File: config.mk
export PLATFORM = sky130hd
export DESIGN_NAME = handshake_constant_burst
export DESIGN_NICKNAME = d
export VERILOG_FILES = /design/src/rtl/handshake_constant_burst.sv
export SDC_FILE = /design/constraint.sdc
export NUM_CORES = 1
export LEC_CHECK = 0
export BUFFER_PORTS_ARGS = -buffer_cell sky130_fd_sc_hd__buf_2
export CAP_MARGIN = 25
export CORE_AREA = 5 5 42 44
export CTS_CLUSTER_SIZE = 8
export DETAILED_ROUTE_END_ITERATION = 8
export DIE_AREA = 0 0 47 49
export GPL_TIMING_DRIVEN = 0
export SLEW_MARGIN = 40
export SYNTH_ARGS = -nofsm -noshare
export SYNTH_HDL_FRONTEND = slang
export SYNTH_SLANG_ARGS = --single-unit
File: constraint.sdc
create_clock -name clk -period 1.5 [get_ports clk]
set_clock_uncertainty 0.2 [all_clocks]
set_input_delay 0.3 -clock clk [delete_from_list [all_inputs] [get_ports clk]]
set_output_delay 0.3 -clock clk [all_outputs]
set_load 0.005 [all_outputs]
File: src/rtl/handshake_constant_burst.sv
// handshake_constant_burst: emits REPEAT constant or ramp tokens per accepted ctrl token
module handshake_constant_burst #(
  parameter int unsigned DATA_WIDTH = 32,
  parameter longint unsigned VALUE = 0,
  parameter int unsigned REPEAT = 1,
  parameter int unsigned MODE = 0,
  parameter longint unsigned STEP = 1
) (
  input  logic                  clk,
  input  logic                  rst,
  input  logic                  ctrl_valid,
  output logic                  ctrl_ready,
  output logic [DATA_WIDTH-1:0] outs,
  output logic                  outs_valid,
  input  logic                  outs_ready
);
  localparam int unsigned RW = $clog2(REPEAT + 1);
  localparam logic [DATA_WIDTH-1:0] VAL = DATA_WIDTH'(VALUE);
  localparam logic [DATA_WIDTH-1:0] STP = DATA_WIDTH'(STEP);
  localparam logic [RW-1:0] REP = RW'(REPEAT);
  typedef enum logic {IDLE, EMIT} state_t;
  state_t state, state_nx;
  logic [RW-1:0] remaining, remaining_nx;
  logic [DATA_WIDTH-1:0] outs_nx;
  logic last, ctrl_fire, outs_fire;
  assign outs_valid = state == EMIT;
  assign last = state == EMIT && remaining == RW'(1);
  assign ctrl_ready = !rst && (state == IDLE || (last && outs_ready));
  assign ctrl_fire = ctrl_valid && ctrl_ready;
  assign outs_fire = outs_valid && outs_ready;
  // A ctrl handshake (from IDLE or on the last beat) always starts a fresh burst; otherwise a beat advances it
  always_comb begin
    state_nx = state;
    remaining_nx = remaining;
    outs_nx = outs;
    if (ctrl_fire) begin
      state_nx = EMIT;
      remaining_nx = REP;
      outs_nx = VAL;
    end else if (outs_fire) begin
      state_nx = last ? IDLE : EMIT;
      remaining_nx = remaining - RW'(1);
      outs_nx = (last || MODE == 0) ? VAL : outs + STP;
    end
  end
  // State, beat counter and output value registers
  always_ff @(posedge clk) begin
    if (rst) begin
      state <= IDLE;
      remaining <= '0;
      outs <= VAL;
    end else begin
      state <= state_nx;
      remaining <= remaining_nx;
      outs <= outs_nx;
    end
  end
endmodule

==> metrics, run 1 <==
worst skew pair latency 0.22 ns; vias in the first global route 226; Hold Crit Class in2reg; final instance area 531 µm²; depth of the CTS H-tree 1; layout cells sized above 1 0.531; Die ar. 2300 µm²; Worst-path clk slew 0.03 ns; starting density of the core 0.238; cells after synthesis 42; register area 41.3 µm²; chip width 47 µm; period utilization 0.942; WL/cell 6.34 µm; mapped cell area 334 µm²; hpwl dp 550 µm; GR Overflow Total 0; Req. time, crit path 1.00 ns; gr usage total 0.0534; area of placed instances 495 µm²; First-pass DRT Iterations 2; Yosys reg bits 2; pin count of the biggest net entering global routing 6; root buffer cell clkbuf_4; Peak Freq 708 MHz; CTS Sinks 2; critical path class reg2out; post-route minimum period 1.41 ns; Worst Path Arrival 0.91 ns; Clock Path Buffers 2; Syn Area/Cell 7.95 µm²; Num CTS Buffers 3; # IOs 38; unrepaired setup endpoints after global routing no; Cell Pwr Density 546 nW/µm²; leakage power 0.351 nW; VDD IR max 218 µV; status finished clean; number of vias per cell 2.72; Setup TNS 0 ns; Max Transition Viols Final 0; Critical Path End Type output pin; hold slack 0.0703 ns; DRT iter0 DRCs 1; fill cell count 158; Post-DRT Antenna Nets 0; synth-to-layout area growth 58.8%; Chip Height 49 µm; Yosys cell types 10; core area 1400 µm²; Pwr Total 290 µW; Residual DRC 0; Final Hold Violating Endpoints 0; Setup violations, final 0; vias post-DR 264; num rows 14; CP max FO 5; CTS tree done; initial antenna violation count 0; NumNets Final 87; Multi-input gate area 181 µm²; number of diodes 0; first-pass GRT wire length 814 µm; Port Buffer Count 5; yosys warns 0; post-synthesis sequential area ratio 0.120; Max Cap Viol 0; CP Launch Type flop; routed wire length 615 µm; gpl congestion 0.573
[synth_stat cells]
library cell | number | area share
and4b_1 | 1 | 0.030
nor3_1 | 1 | 0.015
nor4_1 | 1 | 0.019
dfxtp_1 | 2 | 0.12
o21ba_2 | 1 | 0.030
buf_4 | 32 | 0.72
nor3b_1 | 1 | 0.022
a21boi_1 | 1 | 0.022
conb_1 | 1 | 0.011
nor2_1 | 1 | 0.011
[final timing paths]
check	start	end	slack, ns	cells past startpoint
setup / recovery	outs_valid	ctrl_ready	0.09	3
setup reg to reg	remaining	remaining	0.44	2
hold reg to reg	outs_valid	remaining	0.41	2
hold / removal	rst	remaining	0.07	2
[cell type report]
| type | instances | area share |
|---|---|---|
| Clock buffer | 3 | 0.0425 |
| Buffer | 32 | 0.453 |
| Multi-Input combinational cell | 39 | 0.342 |
| Tap cell | 16 | 0.0377 |
| Sequential cell | 2 | 0.0778 |
| Timing Repair Buffer | 5 | 0.0472 |
[metal layers]
layer / track usage / vias up / routed length [µm]
met5: 0 / - / 0
met4: 0.0553 / 0 / 0
met3: 0.0369 / 0 / 107
met2: 0.0679 / 18 / 325
met1: 0.0524 / 98 / 182
li1: - / 148 / -
[sequential cells by signal (all words and copies together) (netlist names)]
signal,cells
outs_valid,1
remaining,1
[cell families after synthesis]
kind of cell | count (synthesis) | synth area share
buf+inv | 32 | 0.719
flops | 2 | 0.120
simple gates | 5 | 0.0974
other cells | 1 | 0.0112
compound gates | 2 | 0.0524
[cells in the final DEF (no fill, tap or decap)]
cell type / instances
o21ba_2: 1
buf_2: 5
dfxtp_2: 1
buf_4: 32
a21boi_4: 1
dfxtp_1: 1
conb_1: 32
and4b_1: 1
nor3_1: 1
nor2_1: 1
nor4_1: 1
nor3b_1: 1
clkbuf_4: 3
[report_power, final]
group / switching [mW] / total [mW] / internal, mW
sequential: 0.00607 / 0.0648 / 0.0588
clock: 0.0307 / 0.119 / 0.0883
combinational: 0.0394 / 0.106 / 0.0667
[through the flow]
stage / worst slack [ns] / std cells / util
2_1_floorplan: 0.385 / 73 / -
5_1_grt: 0.0518 / 97 / 0.379
4_1_cts: 0.0113 / 97 / 0.370
3_5_place_dp: 0.234 / 94 / 0.354
6_report: 0.0875 / 97 / 0.379
3_3_place_gp: 0.248 / 94 / 0.354
[critical path: stages, from the launching register on]
cell	delay [ns]
dfxtp_2	0.34
a21boi_4	0.18
nor2_1	0.05
buf_2	0.12
[repair_timing]
item / in CTS / in global routing
buffers inserted: 0 / 0
gates resized for setup: 0 / 3
endpoints found under the hold margin: 0 / 0
endpoints found under the setup margin: 0 / 1
hold buffers: 0 / 0
No activity file was read; power rests on OpenSTA's default activity.
==> run 2, diff against run 1 <==
- ABC_AREA: default -> 1
==> metrics, run 2 <==
status finished clean; hold path cells 2; starting density of the core 0.243; Setup TNS 0 ns; Worst Path Arrival 0.92 ns; Setup violations, final 0; Worst-path clk slew 0.03 ns; Chip Height 49 µm; Die ar. 2300 µm²; critical path class reg2out; CTS tree done; Synth async-reset ratio 0; Peak Freq 707 MHz; Hold Path Sink outs_valid; Post-DRT Antenna Nets 0; vias post-DR 278; mapped cell area 340 µm²; post-route minimum period 1.42 ns; num rows 14; Max Transition Viols Final 0; layout cells sized above 1 0.500; yosys warns 0; leading area contributor after synthesis buf_4; FF-to-FF End remaining; Critical Path End Type output pin; Yosys cell types 8; CP max FO 5; VDD IR max 189 µV; CP Launch Type flop; vias in the first global route 260; NumNets Final 92; largest cells by area after synthesis buf_4 71%, dfxtp_1 12%, nand2_1 4.4%; worst flop-to-flop path startpoint outs_valid; pin count of the biggest net entering global routing 6; unrepaired setup endpoints after global routing no; DRT iter0 DRCs 1; Max Cap Viol 0; GR Overflow Total 0; total setup buffers inserted after CTS 0; routed wire length 636 µm; Clock Path Buffers 2; Req. time, crit path 1.00 ns; period utilization 0.944; initial antenna violation count 0; post-synthesis sequential area ratio 0.118; Syn Area/Cell 7.24 µm²; core area 1400 µm²; Yosys reg bits 2; gr usage total 0.0583; ys flop type dfxtp_1; Synth top cells by count 32 x buf_4, 4 x nand2_1, 3 x inv_1; Residual DRC 0; root buffer cell clkbuf_4; first-pass GRT wire length 903 µm; register-to-register setup slack 0.57 ns; synth-to-layout area growth 55.5%; cells after synthesis 47; fill cell count 166; post-synth top area share 0.706; fin util 0.378; pre-CTS WS 0.275 ns; First-pass DRT Iterations 2; number of diodes 0; worst hold path startpoint rst; worst skew pair latency 0.22 ns; chip width 47 µm; Final Hold Violating Endpoints 0; placed cells 99; Port Buffer Count 5; reg2reg path depth 4; Cell Pwr Density 546 nW/µm²; hpwl dp 582 µm; number of vias per cell 2.73; CTS Sinks 2; hold slack 0.0797 ns; most frequent cell after synthesis buf_4; # IOs 38; fin worst setup slack 0.0847 ns; number of synthesized flops with an enable pin 0; gpl congestion 0.604; leakage power 0.366 nW; depth of the CTS H-tree 1; commonest non-fill, non-tap cells in the layout 32 x buf_4, 32 x conb_1, 5 x buf_2, 4 x nand2_1; Non-Filler Instances 102; Num CTS Buffers 3; Hold Crit Class in2reg; WL/cell 6.24 µm
[run 2: changes by cell type after synthesis, sizes merged]
cell and delta:
nor3 -1, inv +3, nand3 +3, nand2 +4, o21ba -1, a21boi -1, nor3b -1, nor4 -1
nor2 -1, and4b -1, a21oi +2
[run 2: critical path: stages, from the launching register on]
cell,delay [ns]
dfxtp_2,0.36
nand3_2,0.09
a21oi_2,0.12
buf_2,0.12
[run 2: metal layers]
layer | track usage | part of all wire
met4 | 0.0553 | 0
met1 | 0.0459 | 0.33
met3 | 0.0480 | 0.15
met2 | 0.0837 | 0.52
met5 | 0 | 0
[run 2: cell type report]
class	instances	area (µm²)	share of cell area
multi-input combinational	41	169	0.319
tap	16	20.0	0.0378
timing repair buffer	5	25.0	0.0473
sequential	2	41.3	0.0780
buffer	32	240	0.454
inverter	3	11.3	0.0213
clock buffer	3	22.5	0.0426
[run 2: how the worst max path moves through the flow]
| stage | to | from | slack, ns |
|---|---|---|---|
| 2_1_floorplan | ctrl_ready | outs_valid | 0.37 |
| 3_3_place_gp | ctrl_ready | outs_ready | 0.27 |
| 3_5_place_dp | ctrl_ready | outs_ready | 0.27 |
| 4_1_cts | ctrl_ready | outs_valid | 0.04 |
| 5_1_grt | ctrl_ready | outs_valid | 0.006 |
| 6_report | ctrl_ready | outs_valid | 0.08 |
[run 2: power by group]
| part | switching [mW] | internal (mW) |
|---|---|---|
| combinational | 0.0427 | 0.0639 |
| clock | 0.0296 | 0.0882 |
| sequential | 0.00513 | 0.0595 |
| total | 0.0773 | 0.212 |
[run 2: timing repair]
item | CTS | global route
endpoints found under the hold margin | 0 | 0
setup endpoints to repair | 0 | 1
gates resized for setup | 0 | 2
hold buffers | 0 | 0
[run 2: stage by stage]
step	total power, mW	area [µm²]
after floorplan	0.154	457
after global placement	0.164	502
after detailed placement	0.165	502
after CTS	0.292	524
after global routing	0.313	529
final	0.289	529
[run 2: cell families (layout without fill, tap and decap cells)]
family | after synthesis | after routing | share of synthesized area
compound gates | 2 | 2 | 0.0294
flops | 2 | 2 | 0.118
simple gates | 7 | 7 | 0.103
other cells | 1 | 32 | 0.0110
buf+inv | 35 | 43 | 0.739
==> run 3, diff against run 2 <==
- BUFFER_PORTS_ARGS: -buffer_cell sky130_fd_sc_hd__buf_2 -> -buffer_cell sky130_fd_sc_hd__clkbuf_2
==> metrics, run 3 (same netlist as run 2, synthesis figures left out) <==
status finished clean; worst skew pair latency 0.22 ns; commonest non-fill, non-tap cells in the layout 32 x buf_4, 32 x conb_1, 5 x clkbuf_2, 4 x nand2_1; worst-path cell chain nand3_2 > a21oi_1 > clkbuf_2; chip width 47 µm; Post-DRT Antenna Nets 0; GR Overflow Total 0; root buffer cell clkbuf_4; number of diodes 0; first-pass GRT wire length 917 µm; Worst Path Arrival 0.90 ns; layout cells sized above 1 0.488; fin worst setup slack 0.101 ns; number of vias per cell 2.63; Peak Freq 715 MHz; cts hold-fix bufs 0; CP Launch Type flop; share of total power in sequential cells 0.224; VDD IR max 201 µV; WP buf/inv 1; post-route minimum period 1.40 ns; period utilization 0.933; Num CTS Buffers 3; Clock Path Buffers 2; Post-CTS Resized 0; critical path class reg2out; Hold Crit Class in2reg; DRT iter0 DRCs 2; depth of the CTS H-tree 1; vias in the first global route 272; gpl congestion 0.602; Die ar. 2300 µm²; Combinational Power Share 0.366; crit-path max cell delay 0.35 ns; fin util 0.375; starting density of the core 0.243; hpwl dp 552 µm; leakage power 0.366 nW; synth-to-layout area growth 54.4%; Clock power frac 0.410; fill cell count 163; CTS Sinks 2; Req. time, crit path 1.00 ns; NumNets Final 92; unrepaired setup endpoints after global routing no; First-pass DRT Iterations 2; pin count of the biggest net entering global routing 6; area of placed instances 502 µm²; Sw Share 0.263; Psw 75.4 µW; Max Transition Viols Final 0; # IOs 38; vias post-DR 268; gr usage total 0.0590; routed wire length 584 µm; pre-CTS WS 0.259 ns; initial antenna violation count 0; Max Cap Viol 0; total setup buffers inserted after CTS 0; Slowest-stage cell, CP dfxtp_2; internal power 211 µW; core area 1400 µm²; Cell Pwr Density 545 nW/µm²; Chip Height 49 µm; Final Hold Violating Endpoints 0; Top delay family on crit path flip-flops; Worst-path clk slew 0.03 ns; final instance area 526 µm²; CP max FO 5; num rows 14; Residual DRC 0; Port Buffer Count 5; WL/cell 5.73 µm; Critical Path End Type output pin; Setup TNS 0 ns; CTS tree done; Setup violations, final 0
==> run 3: cell types whose count changed in the layout (fill, tap and decap cells not counted), sizes merged <==
cell,change
buf,-5
clkbuf,+5
==> run 3: area by class of cell <==
| class | instances | area [µm²] | area share |
|---|---|---|---|
| Buffer | 32 | 240 | 0.457 |
| Multi-Input combinational cell | 41 | 165 | 0.314 |
| Sequential cell | 2 | 41.3 | 0.0786 |
| Timing Repair Buffer | 5 | 25.0 | 0.0476 |
| Clock buffer | 3 | 22.5 | 0.0429 |
| Tap cell | 16 | 20.0 | 0.0381 |
| Inverter | 3 | 11.3 | 0.0214 |
==> run 3: per-layer routing <==
| layer | wire [µm] | up-vias | GRT usage |
|---|---|---|---|
| met5 | 0 | - | 0 |
| met4 | 0 | 0 | 0.0553 |
| met3 | 97 | 0 | 0.0480 |
| met2 | 279 | 20 | 0.0837 |
| li1 | - | 158 | - |
| met1 | 208 | 90 | 0.0480 |
==> run 3: final timing paths <==
check | start | to | slack (ns) | depth (start not counted)
hold / removal | rst | outs_valid | 0.07 | 2
setup reg to reg | outs_valid | outs_valid | 0.61 | 3
hold reg to reg | outs_valid | outs_valid | 0.32 | 2
setup / recovery | outs_valid | ctrl_ready | 0.10 | 3
==> run 3: through the flow <==
step | hold WS, ns | instances | power (mW)
after global routing | 0.0814 | 102 | 0.318
final | 0.0707 | 102 | 0.286
after floorplan | 0.169 | 78 | 0.154
after global placement | 0.299 | 99 | 0.164
after detailed placement | 0.310 | 99 | 0.165
after CTS | 0.0718 | 102 | 0.289
==> run 3: worst reg2reg max path: stages, from the launching register on <==
cell,delay [ns]
dfxtp_2,0.35
nand3_2,0.08
nand2_1,0.09
a21oi_1,0.06
==> run 3: power groups by stage <==
stage / Sequential, mW / Combinational [mW] / Clock, mW
2_1_floorplan: 0.0640 / 0.0898 / 0
3_3_place_gp: 0.0641 / 0.100 / 0
3_5_place_dp: 0.0644 / 0.101 / 0
4_1_cts: 0.0637 / 0.101 / 0.125
5_1_grt: 0.0648 / 0.119 / 0.134
6_report: 0.0641 / 0.105 / 0.117
